--- src/rtl/knn_topk_vote_pkg.sv ---
// Shared widths, defaults and FSM state type for the KNN top-K selector/voter.
package knn_topk_vote_pkg;

    localparam int KNN_DIST_W    = 14;
    localparam int KNN_LABEL_W   = 4;
    localparam int KNN_NUM_CLASS = 10;
    localparam int KNN_K         = 3;

    typedef enum logic [1:0] {
        ST_IDLE    = 2'd0,
        ST_COLLECT = 2'd1,
        ST_VOTE    = 2'd2,
        ST_DONE    = 2'd3
    } knn_state_t;

endpackage

--- src/rtl/knn_topk_insert.sv ---
// K-slot list kept sorted by ascending distance; empty slots always sit at the tail.
module knn_topk_insert
    import knn_topk_vote_pkg::*;
#(
    parameter int K       = KNN_K,
    parameter int DIST_W  = KNN_DIST_W,
    parameter int LABEL_W = KNN_LABEL_W
) (
    input  logic                          clk,
    input  logic                          rst_n,
    input  logic                          clear,
    input  logic                          insert,
    input  logic [DIST_W-1:0]             in_dist,
    input  logic [LABEL_W-1:0]            in_label,
    output logic [K-1:0]                  slot_valid,
    output logic [K-1:0][DIST_W-1:0]      slot_dist,
    output logic [K-1:0][LABEL_W-1:0]     slot_label
);

    // Sorted order with empties last makes take[] monotonic: once set, it stays set.
    logic [K-1:0] take;

    always_comb begin
        take = '0;
        for (int unsigned i = 0; i < K; i++) begin
            take[i] = !slot_valid[i] || (in_dist < slot_dist[i]);
        end
    end

    for (genvar i = 0; i < K; i++) begin : g_slot
        always_ff @(posedge clk or negedge rst_n) begin
            if (!rst_n) begin
                slot_valid[i] <= 1'b0;
                slot_dist[i]  <= '1;
                slot_label[i] <= '0;
            end else if (clear) begin
                slot_valid[i] <= 1'b0;
                slot_dist[i]  <= '1;
                slot_label[i] <= '0;
            end else if (insert && take[i]) begin
                if (i == 0) begin
                    slot_valid[i] <= 1'b1;
                    slot_dist[i]  <= in_dist;
                    slot_label[i] <= in_label;
                end else if (!take[(i > 0) ? i-1 : 0]) begin
                    slot_valid[i] <= 1'b1;
                    slot_dist[i]  <= in_dist;
                    slot_label[i] <= in_label;
                end else begin
                    slot_valid[i] <= slot_valid[(i > 0) ? i-1 : 0];
                    slot_dist[i]  <= slot_dist[(i > 0) ? i-1 : 0];
                    slot_label[i] <= slot_label[(i > 0) ? i-1 : 0];
                end
            end
        end
    end

endmodule

--- src/rtl/knn_topk_vote.sv ---
// Streaming K-nearest selector: collects (distance,label) beats, then scans classes to vote.
module knn_topk_vote
    import knn_topk_vote_pkg::*;
#(
    parameter int K         = KNN_K,
    parameter int DIST_W    = KNN_DIST_W,
    parameter int LABEL_W   = KNN_LABEL_W,
    parameter int NUM_CLASS = KNN_NUM_CLASS
) (
    input  logic               clk,
    input  logic               rst_n,
    input  logic               start,
    input  logic               dist_valid,
    output logic               dist_ready,
    input  logic [DIST_W-1:0]  distance,
    input  logic [LABEL_W-1:0] label,
    input  logic               dist_last,
    output logic               busy,
    output logic               result_valid,
    output logic [LABEL_W-1:0] result_label,
    output logic [DIST_W-1:0]  result_distance
);

    localparam int CNT_W = $clog2(K + 1);

    knn_state_t state;

    logic [K-1:0]               slot_valid;
    logic [K-1:0][DIST_W-1:0]   slot_dist;
    logic [K-1:0][LABEL_W-1:0]  slot_label;

    logic                       accept;
    logic                       label_ok;
    logic [LABEL_W-1:0]         vote_cls;
    logic [CNT_W-1:0]           cnt;
    logic [CNT_W-1:0]           first;
    logic                       better;
    logic [LABEL_W-1:0]         best_label;
    logic [CNT_W-1:0]           best_count;
    logic [CNT_W-1:0]           best_first;
    logic                       unused_dist;

    assign accept      = dist_valid && dist_ready;
    assign label_ok    = int'(label) < NUM_CLASS;
    assign unused_dist = ^slot_dist;

    knn_topk_insert #(
        .K       (K),
        .DIST_W  (DIST_W),
        .LABEL_W (LABEL_W)
    ) u_insert (
        .clk        (clk),
        .rst_n      (rst_n),
        .clear      (state == ST_IDLE),
        .insert     (accept && label_ok),
        .in_dist    (distance),
        .in_label   (label),
        .slot_valid (slot_valid),
        .slot_dist  (slot_dist),
        .slot_label (slot_label)
    );

    // Score of the class currently under scan; first == K means the class is absent.
    always_comb begin
        cnt   = '0;
        first = CNT_W'(K);
        for (int unsigned i = 0; i < K; i++) begin
            if (slot_valid[i] && (slot_label[i] == vote_cls)) begin
                if (cnt == '0) begin
                    first = CNT_W'(i);
                end
                cnt = cnt + CNT_W'(1);
            end
        end
        better = (cnt > best_count) ||
                 ((cnt == best_count) && (cnt != '0) && (first < best_first));
    end

    always_ff @(posedge clk or negedge rst_n) begin
        if (!rst_n) begin
            state           <= ST_IDLE;
            dist_ready      <= 1'b0;
            busy            <= 1'b0;
            result_valid    <= 1'b0;
            result_label    <= '0;
            result_distance <= '0;
            vote_cls        <= '0;
            best_label      <= '0;
            best_count      <= '0;
            best_first      <= '0;
        end else begin
            result_valid <= 1'b0;
            unique case (state)
                ST_IDLE: begin
                    if (start) begin
                        state      <= ST_COLLECT;
                        dist_ready <= 1'b1;
                        busy       <= 1'b1;
                    end
                end
                ST_COLLECT: begin
                    if (accept && dist_last) begin
                        state      <= ST_VOTE;
                        dist_ready <= 1'b0;
                        vote_cls   <= '0;
                        best_label <= '0;
                        best_count <= '0;
                        best_first <= CNT_W'(K);
                    end
                end
                ST_VOTE: begin
                    if (better) begin
                        best_label <= vote_cls;
                        best_count <= cnt;
                        best_first <= first;
                    end
                    vote_cls <= vote_cls + LABEL_W'(1);
                    if (vote_cls == LABEL_W'(NUM_CLASS - 1)) begin
                        state <= ST_DONE;
                    end
                end
                ST_DONE: begin
                    result_valid    <= 1'b1;
                    result_label    <= best_label;
                    result_distance <= slot_dist[0];
                    busy            <= 1'b0;
                    state           <= ST_IDLE;
                end
                default: begin
                    state      <= ST_IDLE;
                    dist_ready <= 1'b0;
                    busy       <= 1'b0;
                end
            endcase
        end
    end

endmodule

--- config.mk ---
export PLATFORM = sky130hd
export DESIGN_NAME = knn_topk_vote
export DESIGN_NICKNAME = d
export VERILOG_FILES = /design/src/rtl/knn_topk_vote_pkg.sv /design/src/rtl/knn_topk_insert.sv /design/src/rtl/knn_topk_vote.sv
export SDC_FILE = /design/constraint.sdc
export NUM_CORES = 1
export LEC_CHECK = 0
export CORE_MARGIN = 2
export CORE_UTILIZATION = 55
export CTS_BUF_LIST = sky130_fd_sc_hd__clkbuf_8
export DETAILED_ROUTE_END_ITERATION = 6
export HOLD_SLACK_MARGIN = 0.06
export PLACE_DENSITY_LB_ADDON = 0.3
export REMOVE_ABC_BUFFERS = 1
export SYNTH_ARGS = -nofsm -noshare
export SYNTH_HDL_FRONTEND = slang
export SYNTH_SLANG_ARGS = --single-unit
--- constraint.sdc ---
create_clock -name clk -period 4.9 [get_ports clk]
set_clock_uncertainty 0.2 [all_clocks]
set_input_delay 0.98 -clock clk [delete_from_list [all_inputs] [get_ports clk]]
set_output_delay 0.98 -clock clk [all_outputs]
set_load 0.1 [all_outputs]
==> impl_metrics.csv, run 1 <==
group,metric,value,unit
final_layout,multi_input_area,3190,sq um
timing,hold_viol,0,
global_routing,grt-ovfl-total,0,
placement,gp_congestion,0.854,
critical_path,criticalPathCategory,"flop to flop",
cts,h-tree-depth,3,
yosys,postSynthAreaPerCell,10.0,sq um
yosys,synth_edf_count,0,
drt,drt_iter0_markers,201,
drt,drt-met1-wl,5.91,mm
power_and_ir_drop,p_per_area,575,nW/um^2
cts,cts_tree,"done",
drt,wire_per_inst,17.4,um
yosys,synthXorXnorAreaFrac,0.0161,
yosys,synth_area_leader_cell,"dfrtp_1",
drt,wirelength,13.5,mm
timing,rsz0062_at_grt,"no",
yosys,synth-simple-area-share,0.123,
critical_path,reg2reg_slack,1.28,ns
global_routing,grt_pass1_vias,4524,
cts,postCtsSetupRepairBufs,0,
global_routing,grt_pass1_wl,22.4,mm
timing,finalCritPeriodShare,0.739,
power_and_ir_drop,max-vdd-ir-drop,0.378,mV
yosys,synth-seq-cells,92,
yosys,synth_top_family_by_area,"compound AO/OA/AOI/OAI gates",
drt,met2_wirelength,6.74,mm
cts,clk_pin_slew,0.09,ns
yosys,synthTopCellsByArea,"dfrtp_1 (21%), dfstp_2 (18%), ha_1 (11%)",
yosys,synth_compound_area_frac,0.188,
power_and_ir_drop,leakagePower,3.14,nW
timing,tightest_slew,0.989,ns
yosys,ys_warn_count,0,
cts,cts_resized,0,
worst_hold_path,min_path_cells,2,
yosys,synth_commonest_cells,"inv_1 (67), nor2_1 (56), ha_1 (52)",
drt,met3_length,570,um
final_layout,final_layout_size_suffix_gt1_frac,0.188,
final_layout,fill_cells,937,
yosys,synth_cell_types,62,
power_and_ir_drop,p_total,3.83,mW
critical_path,timing.critical_path.buf_inv,2,
global_routing,antenna_found_initial,0,
timing,slew_viol_final,0,
critical_path,r2r-start,"vote_cls[0]",
critical_path,cp_cell_sequence,"xor2_1 > nor3_1 > nand3_1 > inv_1 > ha_1 > inv_1 > mux2i_1 > ha_1 > and2b_2 > o21ai_0 > nand2_1 > a2bb2oi_4 > mux2i_1",
final_layout,fin_util,0.621,
final_layout,syn_to_final_growth,11.5,%
critical_path,crit_path_max_fanout,11,
placement,hpwl,9.47,mm
yosys,async_flop_share,1.00,
cts,numCtsBuffers,9,
power_and_ir_drop,internal-power,2.02,mW
cts,cts_num_sinks,92,
cts,clkLatencyLatePin,0.38,ns
placement,portBuffers,43,
die,ios,44,
placement,place_inst,758,
yosys,netlist_instances,597,
worst_hold_path,min_from,"u_insert.slot_dist[14]",
final_layout,ff_latch_area,2350,sq um
critical_path,max_stage_delay,0.56,ns
job,maxCapViolCount,0,
power_and_ir_drop,power_frac_seq,0.345,
critical_path,worstSetupStartpointType,"flop",
final_layout,diodes,0,
yosys,ys.flop_type,"dfrtp_1",
timing,clock.fmax,276,MHz
global_routing,grt_max_degree,67,
yosys,yosys.area.top_type_share,0.209,
drt,highest_layer,"met4",
power_and_ir_drop,p_sw,1.82,mW
status,status,"finished clean",
die,die_area,11700,sq um
final_layout,layout.cells.non_filler,774,
power_and_ir_drop,comb_power_share,0.527,
critical_path,required,4.95,ns
final_layout,final_area,6670,sq um
critical_path,r2r_cells,13,
placement,dp_slack,0.967,ns
final_layout,layout.nets,704,
drt,drc,0,
die,core-area,10700,sq um
critical_path,crit_slowest_cell,"dfrtp_1",
yosys,synthAdderAreaFrac,0.109,
placement,place_area,6490,sq um
drt,firstDrtPassIters,6,
timing,setup-violations-final,0,
timing,worst_hold_slack,0.303,ns
worst_hold_path,worstHoldEndpoint,"u_insert.slot_dist[14]",
timing,slew_headroom,0.341,
cts,hold_buffers,0,
power_and_ir_drop,pwr-share-clk,0.128,
timing,min_period,3.62,ns
cts,cts_root_buf,"clkbuf_8",
yosys,syn_area,5980,sq um
worst_hold_path,hold_class,"flop to flop",
critical_path,cp-end-kind,"flop",
global_routing,grt_usage,0.245,
critical_path,r2r-end,"best_first[1]",
yosys,synth_mux_area_frac,0.0935,
yosys,yosysMostFrequentCell,"inv_1",
critical_path,arrival,3.68,ns
critical_path,critical_path.top_delay_family,"simple AND/OR/NAND/NOR gates",
die,initial_core_util,0.557,
timing,setup-tns-final,0,ns
drt,dr_total_vias,4673,
timing,fin_ws,1.28,ns
die,chipWidth,108,um
power_and_ir_drop,switching_share,0.474,
yosys,yosysSeqAreaShare,0.394,
drt,ant_nets,0,
cts,ctsLongestPathBuffers,2,
die,rows,38,
drt,viasPerCell,6.04,
die,die-height,108,um
[worst max-delay path by stage]
stage / start / end / slack [ns] / depth (start not counted)
finish: vote_cls[0] / best_first[1] / 1.28 / 13
global route: vote_cls[0] / best_label[3] / 0.92 / 13
CTS: vote_cls[0] / best_first[1] / 1.28 / 13
detailed placement: distance[11] / u_insert.slot_dist[11] / 0.97 / 8
global placement: distance[7] / u_insert.slot_label[6] / 1.02 / 9
floorplan: distance[11] / u_insert.slot_label[10] / 0.68 / 7
[sequential cells by signal, summed over array words and instances (netlist names)]
register and count:
vote_cls 4, u_insert.slot_valid 3, best_count 2, dist_ready 1, result_label 4, best_first 2
busy 1, u_insert.slot_label 12, result_distance 14, result_valid 1, u_insert.slot_dist 42, state 2
best_label 4
[kinds of logic after synthesis]
kind of cell	count (synthesis)
AO/OA/AOI/OAI	141
XOR/XNOR	11
adder cells (fa/ha/maj)	52
buffers and inverters	102
flip-flops	92
multiplexers	53
AND/OR/NAND/NOR	146
[worst reg2reg max path, delay by kind of cell, from the launching register on]
| family | cells | cell delay, ns |
|---|---|---|
| AOI/OAI and AO/OA | 2 | 0.58 |
| adders and majority gates | 2 | 0.49 |
| DFF | 1 | 0.56 |
| muxes | 2 | 0.41 |
| xor gates and xnor gates | 1 | 0.22 |
| and+or+nand+nor | 4 | 0.85 |
| buffers and inverters | 2 | 0.18 |
[layout by cell type, fill, tap and decap left out, types with 3 or more instances in the layout]
cell type,synthesis,layout
buf_4,3,12
a22o_1,7,7
o21ai_0,18,18
dfstp_2,42,42
mux2i_1,30,30
dfrtp_1,50,50
xor2_1,6,6
clkbuf_8,2,12
inv_1,67,69
nor3_1,5,5
nand2b_1,5,5
mux2_2,23,23
clkdlybuf4s50_1,0,42
o311a_1,14,14
a21o_1,7,7
a211oi_1,4,3
nor2_1,56,56
a21oi_1,24,24
a311oi_1,4,4
xnor2_1,5,5
nand2_1,25,25
a211o_1,15,15
nand3_1,10,10
o22ai_1,3,3
ha_1,52,51
a22oi_1,9,9
nand4_1,33,33
a22oi_2,11,11
[area by class of cell]
class                           count  area share
Timing Repair Buffer               54      0.0765
Multi-Input combinational cell    403       0.478
Tap cell                          140      0.0263
Clock inverter                      4     0.00263
Inverter                           69      0.0392
Sequential cell                    92       0.353
Clock buffer                       12      0.0248
[routing by layer]
metal / global-route usage / up-vias
met2: 0.417 / 131
met3: 0.0428 / 21
met1: 0.313 / 2298
met5: 0 / -
li1: - / 2223
met4: 0.0943 / 0
[power groups by stage]
stage               clock [mW]  sequential (mW)  combinational, mW
floorplan                    0             1.72               1.09
global placement             0             1.32               1.96
detailed placement           0             1.33               2.01
CTS                      0.504             1.32               2.03
global route             0.529             1.36               2.19
finish                   0.491             1.32               2.02
No activity file was read; power rests on OpenSTA's default activity.
==> run 2: changes to the inputs <==
- clock period: 4.9 -> 3.6 ns (I/O delays scaled with it)
==> impl_metrics.csv, run 2 (synthesized netlist as in run 1, its figures left out) <==
group,metric,value,unit
status,status,"finished clean",
job,maxCapViolCount,0,
cts,cts_tree,"done",
timing,hold_viol,0,
power_and_ir_drop,max-vdd-ir-drop,0.606,mV
timing,tightest_slew,1.05,ns
global_routing,grt_usage,0.252,
die,initial_core_util,0.557,
timing,min_period,3.31,ns
die,chipWidth,108,um
timing,rsz0062_at_grt,"no",
power_and_ir_drop,p_per_area,771,nW/um^2
critical_path,cp-end-kind,"flop",
critical_path,arrival,3.36,ns
die,die_area,11700,sq um
timing,setup-tns-final,0,ns
die,core-area,10700,sq um
cts,ctsLongestPathBuffers,2,
placement,portBuffers,43,
placement,dp_slack,-0.0304,ns
cts,cts_num_sinks,92,
timing,finalCritPeriodShare,0.919,
final_layout,diodes,0,
timing,setup-violations-final,0,
worst_hold_path,hold_class,"flop to flop",
die,rows,38,
global_routing,grt_pass1_wl,23.1,mm
global_routing,grt-ovfl-total,0,
critical_path,worstSetupStartpointType,"flop",
global_routing,grt_pass1_vias,4692,
final_layout,top_regs,"u_insert.slot_dist (42), result_distance (14), u_insert.slot_label (12)",
timing,worst_hold_slack,0.303,ns
critical_path,criticalPathCategory,"flop to flop",
timing,clock.fmax,302,MHz
cts,cts_root_buf,"clkbuf_8",
timing,fin_ws,0.292,ns
drt,drc,0,
drt,viasPerCell,5.95,
drt,ant_nets,0,
drt,firstDrtPassIters,4,
drt,wire_per_inst,17.2,um
cts,clk_pin_slew,0.09,ns
placement,hpwl,9.75,mm
timing,slew_headroom,0.303,
die,ios,44,
final_layout,regMostFlops,"u_insert.slot_dist",
die,die-height,108,um
final_layout,layout.nets,725,
global_routing,antenna_found_initial,0,
cts,hold_buffers,0,
drt,dr_total_vias,4731,
placement,gp_congestion,0.893,
critical_path,required,3.65,ns
drt,drt_iter0_markers,278,
final_layout,final_common_cell,"inv_1",
final_layout,syn_to_final_growth,13.7,%
cts,h-tree-depth,3,
cts,clkLatencyLatePin,0.37,ns
critical_path,crit_path_max_fanout,10,
final_layout,largest_reg_flops,42,
final_layout,final_cell_mix,"inv_1 (70), nor2_1 (56), buf_4 (52)",
timing,slew_viol_final,0,
final_layout,final_layout_size_suffix_gt1_frac,0.249,
cts,numCtsBuffers,9,
power_and_ir_drop,leakagePower,3.27,nW
global_routing,grt_max_degree,83,
drt,wirelength,13.7,mm
==> run 2: worst max-delay path: stages (launching register included) <==
cell	delay, ns
dfrtp_1	0.62
inv_4	0.05
a221o_1	0.39
nor3_4	0.35
mux2i_1	0.32
ha_1	0.31
and2b_2	0.20
o21ai_0	0.21
nand2_1	0.13
a2bb2oi_4	0.16
buf_12	0.15
mux2i_1	0.11
==> run 2: cell type report <==
cell class,count,area (sq um)
inverter,69,262
fill,919,3940
timing repair buffer,75,641
clock buffer,11,151
sequential,92,2360
clock inverter,5,21.3
tap,140,175
multi-input combinational,403,3200
==> run 2: timing repair <==
item                       4_1_cts  5_1_grt
setup buffers                    0        1
gates resized for setup          0        3
setup endpoints to repair        0        8
==> run 2: final timing paths <==
check / startpoint / to / slack, ns / cells after the start
setup / recovery: vote_cls[3] / best_label[3] / 0.29 / 11
min in group asynchronous: rst_n / result_label[2] / 0.33 / 1
hold reg to reg: u_insert.slot_dist[14] / u_insert.slot_dist[14] / 0.30 / 2
max in group asynchronous: rst_n / u_insert.slot_dist[18] / 2.07 / 2
hold / removal: u_insert.slot_dist[14] / u_insert.slot_dist[14] / 0.30 / 2
setup reg to reg: vote_cls[3] / best_label[3] / 0.29 / 11
==> run 2: routing by layer <==
metal | part of all wire | wire length, um | track usage | vias to the layer above
met1 | 0.44 | 6020 | 0.313 | 2357
li1 | - | - | - | 2268
met3 | 0.039 | 531 | 0.0338 | 20
met4 | 0.018 | 252 | 0.105 | 0
met2 | 0.50 | 6860 | 0.440 | 86
met5 | 0 | 0 | 0 | -
==> run 2: metrics by stage <==
step	cells	utilization	area, sq um	power, mW
3_5_place_dp	778	0.614	6600	4.59
3_3_place_gp	778	0.614	6600	4.49
4_1_cts	794	0.630	6770	5.25
5_1_grt	795	0.633	6800	5.61
6_report	795	0.633	6800	5.25
2_1_floorplan	564	-	5790	3.82
==> run 2: power by group <==
part / total (mW) / internal [mW] / switching (mW)
sequential: 1.79 / 1.48 / 0.309
combinational: 2.82 / 0.999 / 1.82
clock: 0.644 / 0.280 / 0.365
total: 5.25 / 2.76 / 2.49
